`src/rtl/edulent_out_capture.sv`:
```
// Output-port capture FIFO beside the edulent CPU: records every change of i_out.
// Optional CAPTURE_STAMP_EN stores a 16-bit cycle stamp with each captured byte.
module edulent_out_capture #(
   parameter  int DEPTH = 8,
   localparam int CNT_W = $clog2(DEPTH) + 1
) (
   input  logic             i_clk,
   input  logic             i_rstn,
   input  logic [7:0]       i_out,
   input  logic             i_cap_en,
   output logic [7:0]       o_data,
   output logic             o_valid,
   input  logic             i_ready,
   output logic [CNT_W-1:0] o_count,
   output logic             o_full,
   output logic             o_overflow,
`ifdef CAPTURE_STAMP_EN
   output logic [15:0]      o_stamp,
`endif
   input  logic             i_clr_ovf
);

   localparam int PTR_W = $clog2(DEPTH);

`ifdef CAPTURE_STAMP_EN
   localparam int ENT_W = 24;
`else
   localparam int ENT_W = 8;
`endif

   logic [7:0]       prev_q;
   logic [ENT_W-1:0] mem_q [DEPTH];
   logic [PTR_W-1:0] wr_ptr_q;
   logic [PTR_W-1:0] rd_ptr_q;
   logic [CNT_W-1:0] cnt_q;
   logic             ovf_q;
   logic             cap;
   logic             pop;
   logic             push;
   logic             drop;
   logic             full;
   logic [ENT_W-1:0] wr_ent;
   logic [ENT_W-1:0] rd_ent;

`ifdef CAPTURE_STAMP_EN
   logic [15:0] cyc_q;

   always_ff @(posedge i_clk or negedge i_rstn) begin
      if (!i_rstn) cyc_q <= 16'h0000;
      else         cyc_q <= cyc_q + 16'h0001;
   end

   // Stamp is the counter value presented at the capture edge
   assign wr_ent  = {cyc_q, i_out};
   assign o_stamp = rd_ent[23:8];
`else
   assign wr_ent = i_out;
`endif

   assign full = (cnt_q == CNT_W'(DEPTH));
   assign cap  = i_cap_en && (i_out != prev_q);
   assign pop  = (cnt_q != '0) && i_ready;
   assign push = cap && (!full || pop);
   assign drop = cap && full && !pop;

   always_ff @(posedge i_clk or negedge i_rstn) begin
      if (!i_rstn) prev_q <= 8'h00;
      else         prev_q <= i_out;
   end

   always_ff @(posedge i_clk or negedge i_rstn) begin
      if (!i_rstn) begin
         for (int i = 0; i < DEPTH; i++) mem_q[i] <= '0;
      end else if (push) begin
         mem_q[wr_ptr_q] <= wr_ent;
      end
   end

   always_ff @(posedge i_clk or negedge i_rstn) begin
      if (!i_rstn) begin
         wr_ptr_q <= '0;
         rd_ptr_q <= '0;
         cnt_q    <= '0;
      end else begin
         if (push) wr_ptr_q <= wr_ptr_q + PTR_W'(1);
         if (pop)  rd_ptr_q <= rd_ptr_q + PTR_W'(1);
         unique case (1'b1)
            push && !pop: cnt_q <= cnt_q + CNT_W'(1);
            pop && !push: cnt_q <= cnt_q - CNT_W'(1);
            default:      cnt_q <= cnt_q;
         endcase
      end
   end

   // A drop in the same cycle as a clear keeps the flag set
   always_ff @(posedge i_clk or negedge i_rstn) begin
      if (!i_rstn)        ovf_q <= 1'b0;
      else if (drop)      ovf_q <= 1'b1;
      else if (i_clr_ovf) ovf_q <= 1'b0;
   end

   assign rd_ent     = mem_q[rd_ptr_q];
   assign o_data     = rd_ent[7:0];
   assign o_valid    = (cnt_q != '0);
   assign o_count    = cnt_q;
   assign o_full     = full;
   assign o_overflow = ovf_q;

endmodule

```
`config.mk`:
```
export PLATFORM = sky130hd
export DESIGN_NAME = edulent_out_capture
export DESIGN_NICKNAME = d
export VERILOG_FILES = /design/src/rtl/edulent_out_capture.sv
export SDC_FILE = /design/constraint.sdc
export NUM_CORES = 1
export LEC_CHECK = 0
export CAP_MARGIN = 40
export CORE_MARGIN = 8
export CORE_UTILIZATION = 53
export CTS_CLUSTER_DIAMETER = 30
export CTS_CLUSTER_SIZE = 40
export DETAILED_ROUTE_END_ITERATION = 7
export GPL_ROUTABILITY_DRIVEN = 0
export PLACE_DENSITY = 0.76
export SETUP_SLACK_MARGIN = 0.02
export SYNTH_ARGS = -nofsm -noshare
export SYNTH_HDL_FRONTEND = slang
export SYNTH_SLANG_ARGS = --single-unit
```
`constraint.sdc`:
```
create_clock -name i_clk -period 2.8 [get_ports i_clk]
set_clock_uncertainty 0.15 [all_clocks]
set_input_delay 0.42 -clock i_clk [delete_from_list [all_inputs] [get_ports i_clk]]
set_output_delay 0.42 -clock i_clk [all_outputs]
set_load 0.05 [all_outputs]
```
# Word-level counts from Yosys, hierarchy flattened
# Cells that the tools add are included.
[op_classes]
add_sub_neg = 4
n_lt_le_gt_ge = 3
n_eq_ne = 2
muxes = 9
bitwise = 2
reduce_logical = 15
[ops]
columns = ["op", "n"]
rows = [
  ["64-bit bitwise mux", 1],
  ["8-bit binary-select mux with 3-bit select", 1],
  ["8-bit demux with 3-bit select", 1],
  ["8-bit 2-to-1 mux", 3],
  ["4-bit >= comparator (second input constant)", 2],
  ["1-bit logical AND", 8],
  ["8-bit != test", 1],
  ["3-bit NOT with 4-bit output", 2],
  ["4-bit one-hot mux with 2 select lines", 1],
  ["3-bit by 1-bit adder with 3-bit output (second input constant)", 2],
  ["4-bit by 1-bit adder with 4-bit output (second input constant)", 1],
  ["4-bit == test (second input constant)", 1],
  ["4-bit by 1-bit less-than comparator with 1-bit output (second input constant)", 1],
  ["2-bit nonzero test", 2],
  ["4-bit nonzero test", 1],
  ["4-bit by 1-bit subtractor with 4-bit output (second input constant)", 1],
  ["1-bit zero test", 3],
  ["1-bit 2-to-1 mux", 2],
  ["1-bit logical OR", 1],
]
[totals]
regBits = 83
in_bits = 13
output_inout_bits = 15
wordCells = 48

# Logic depth before layout (Yosys ltp)
[depth]
word_depth = 7
ltp_mapped = 13
ltp_nobuf = 11

# Worst setup path before layout
# No wires, ideal clock.
[synth_timing]
path_kind = "reg-to-reg"
start = "register cnt_q[1], in the netlist o_count[1]"
end = "register cnt_q[2], in the netlist o_count[2]"
setup_time_ns = 0.147
arrival_time_ns = 2.839
required_ns = 2.503
path_slack_ns = -0.336
path_stages_with_launch = 11
n_path_buf = 0
period_less_slack_ns = 3.136
path_cell_list = "dfrtp_1 -> or4_1 -> nand2_1 -> inv_1 -> ha_1 -> xor2_1 -> ha_1 -> a21oi_1 -> xor2_1 -> nor2_1 -> xor2_1"
[synth_via]
elab_chain_cells = 7
word_cells_on_any_way = 14
cone_classes = "2 x add/sub; 1 x eq/ne; 1 x mux; 10 x reduce/logical"
[synth_rtl]
columns = ["element", "line", "rtl"]
rows = [
  ["start: declaration", "35", "logic [CNT_W-1:0] cnt_q;"],
  ["start signal: assignment", "88", "push && !pop: cnt_q <= cnt_q + CNT_W'(1);"],
  ["start signal: assignment", "89", "pop && !push: cnt_q <= cnt_q - CNT_W'(1);"],
  ["start signal: assignment", "90", "default: cnt_q <= cnt_q;"],
  ["4-bit nonzero test (*)", "--", ""],
  ["named net o_valid", "12", "output logic o_valid,"],
  ["1-bit logical AND (*)", "62", "assign pop = (cnt_q != '0) && i_ready;"],
  ["named net pop", "38", "logic pop;"],
  ["1-bit logical OR", "63", "assign push = cap && (!full || pop);"],
  ["1-bit logical AND", "63", ""],
  ["1-bit zero test", "89", ""],
  ["1-bit logical AND", "89", ""],
  ["4-bit one-hot mux with 2 select lines / 2-bit nonzero test (equally long branches)", "--", ""],
]
# Mark *: on every way through the listed nets, which the timed path passes. The rest lies on a longest branch.
# A chain may end at the register's enable or synchronous reset.

# Final worst setup path
[layout_timing]
start = "register cnt_q[1], in the netlist o_count[1]"
end = "output port o_valid"
[layout_via]
elab_chain_cells = 1
[layout_rtl]
columns = ["element", "line", "rtl"]
rows = [
  ["4-bit nonzero test", "104", "assign o_valid = (cnt_q != '0);"],
  ["end: declaration", "12", ""],
]
# No other way between the ends.

==> flow_summary.ini <==
[clock_tree]
clk_path_buf_depth = 2
clock_latency_ps = 350
cts_made_buffers = 9
tritoncts = built
clk_pin_slew_worst_paths_ps = 80
cts_max_level = 3
root_buffer = clkbuf_8
cts_sinks = 83
cts_resized = 0

[yosys]
mappedNetlistArea_um2 = 4218
yosys-top-cells-area = dfrtp_1 49%, mux2_4 20%, mux4_2 8.5%
yosys_warnings = 0
synthesis.area_per_instance_um2 = 16.16
async_flop_share_pct = 100.0
syn_nets = 279
syn-instance-count = 261
synth.top_cell.area_share_pct = 49.24
yosysSeqAreaShare_pct = 49.24
synth_ff_type = dfrtp_1
synth_largest_area_cell = dfrtp_1
synth-edff-count = 0
ys_seq_elements = 83
synth_cell_types = 39

[setup_path]
critPathMaxFanout = 8
arrival_ps = 2090
crit_buf_inv = 1
slowest_delay_ps = 720
timing_worst_setup_path_type = flop to output port
path_cells = or4_4 > clkdlybuf4s50_1
critical_path.startpoint_type = flop
cp_top_family = buffers and inverters
crit_path_end_kind = output port
required_ps = 2230
cp_slowest_cell = clkdlybuf4s50_1

[timing]
maxSlewHeadroom_pct = 59.05
min_period_over_period_pct = 94.94
setup_viol = 0
max_freq_mhz = 376.2
hold_slack_ps = 313.8
tns_ps = 0
post-route-min-period_ps = 2658
slew_violations = 0
hold_viol = 0
rsz0062_at_grt = no
tightest_slew_ps = 614.3

[routing]
dr.pass1.iters = 4
drt-total-wl_um = 8100
wl_per_cell_um = 19.19
drt-vias-per-instance = 5.538
drtAntennaViolNets = 0
drc = 0
drtIter0Drc = 62
via_count = 2337

[place]
portBuffers = 27
post-dp-hpwl_um = 5534

[pwr]
p_comb_share_pct = 51.2
sw_frac_of_total_pct = 36.98
peakVddDrop_v = 0.0007868
pwr_density_cell_nw_per_um2 = 1234
clock_power_share_pct = 14.0
p_int_mw = 3.935
seqPwrFrac_pct = 34.7
switchingPower_mw = 2.309
leakagePower_nw = 2.191

[global_route]
antenna_found_initial = 0
grt_first_pass_wirelength_um = 13760
grt_pass1_vias = 2595
grt_max_degree = 60
gr-usage-all-layers_pct = 15.80
grt_overflow = 0

[floorplan]
die_w_um = 105.2
die_h_um = 105.2
io_pins = 28
dieArea_um2 = 11070
initial_core_util_pct = 54.58
coreArea_um2 = 7727
rows = 32

[layout]
finalNetCount = 333
areaGrowthSynthToFinish_pct = 20.02
n_antenna_cell = 0
final_layout_size_suffix_gt1_share_pct = 53.75

[run]
cap_viol_max_count = 0

[status]
outcome = finished, final reports clean

[worst_hold_path]
hold_class = input port to async pin
final timing paths:
path / startpoint / endpoint / slack, ps / cells after the start
setup / recovery: o_count[1] / o_valid / 140 / 2
hold / removal: i_rstn / mem_q[50] / 310 / 2
setup reg to reg: o_count[1] / o_count[2] / 200 / 11
hold reg to reg: o_overflow / o_overflow / 360 / 1
max in group asynchronous: i_rstn / rd_ptr_q[2] / 1500 / 4
min in group i_clk: o_overflow / o_overflow / 360 / 1
cell type report:
class	instances	area, µm²
Clock buffer	11	141.4
Tap cell	102	127.6
Inverter	6	22.52
Sequential cell	83	2082
Fill cell	532	2665
Multi-Input combinational cell	155	2051
Timing Repair Buffer	60	578.1
Clock inverter	5	60.06
through the flow:
step	instances	power, mW	util [%]	cell area (µm²)	setup WS (ps)
6_report	422	6.245	65.51	5062	141.8
5_1_grt	422	6.608	65.51	5062	54.15
4_1_cts	422	6.320	65.51	5062	114.0
3_5_place_dp	405	5.418	62.78	4851	-130.7
3_3_place_gp	404	5.334	62.42	4823	-88.48
2_1_floorplan	261	4.558	-	4233	44.82
Yosys cell counts (2+ instances only):
master and instances:
a21oi_2 2, a21oi_4 7, buf_1 3, buf_2 2, buf_6 2, clkbuf_2 8, dfrtp_1 83, ha_1 5
inv_1 6, mux2_2 18, mux2_4 56, mux4_2 16, nand2_1 2, nor2_1 4, nor2b_1 2, nor4_2 2
o2111ai_2 3, o211ai_2 2, o21ai_1 3, xnor2_1 4, xor2_1 13
routing by layer:
layer	wire length (µm)	vias up	GRT usage (%)	share of wire, %
met1	3815	1216	21.10	47
met3	269	11	3.776	3.3
met4	112	0	5.607	1.4
li1	-	1070	-	-
met2	3902	40	24.60	48
met5	0	-	0	0
cell families after synthesis:
logic type | Yosys count | share of synthesized area [%]
DFF | 83 | 49.24
xor gates and xnor gates | 17 | 3.530
muxes | 91 | 33.55
and+or+nand+nor | 19 | 3.174
AOI/OAI and AO/OA | 23 | 6.230
buffers and inverters | 23 | 2.788
adders and majority gates | 5 | 1.483
cells in the final DEF, fill, tap and decap left out, types with 2 or more instances in the layout:
master / instances
nor2b_1: 2
xor2_1: 13
xnor2_1: 4
o2111ai_2: 3
clkbuf_8: 10
inv_1: 6
nor4_4: 2
buf_12: 5
o211ai_2: 2
dfrtp_2: 4
clkdlybuf4s50_1: 17
o21ai_1: 2
nor2_1: 4
buf_4: 36
ha_1: 4
a21oi_4: 7
nand2_1: 2
mux2_2: 18
dfrtp_1: 79
mux2_4: 56
mux4_2: 16
a21oi_2: 2
state kept, by name (all words and copies together) (netlist names):
signal / cells
mem_q: 64
o_count: 4
o_overflow: 1
prev_q: 8
rd_ptr_q: 3
wr_ptr_q: 3
power by group through the flow:
stage	Clock [mW]	Sequential, mW	Combinational [mW]
6_report	0.877	2.17	3.20
5_1_grt	0.946	2.25	3.41
4_1_cts	0.907	2.17	3.24
3_5_place_dp	0	2.19	3.23
3_3_place_gp	0	2.16	3.17
2_1_floorplan	0	2.14	2.42
timing repair:
action	CTS	global route
hold buffers	1	0
endpoints found under the hold margin	12	0
endpoints found under the setup margin	0	0
buffers inserted	0	0
Power figures use the tool's default switching activity.
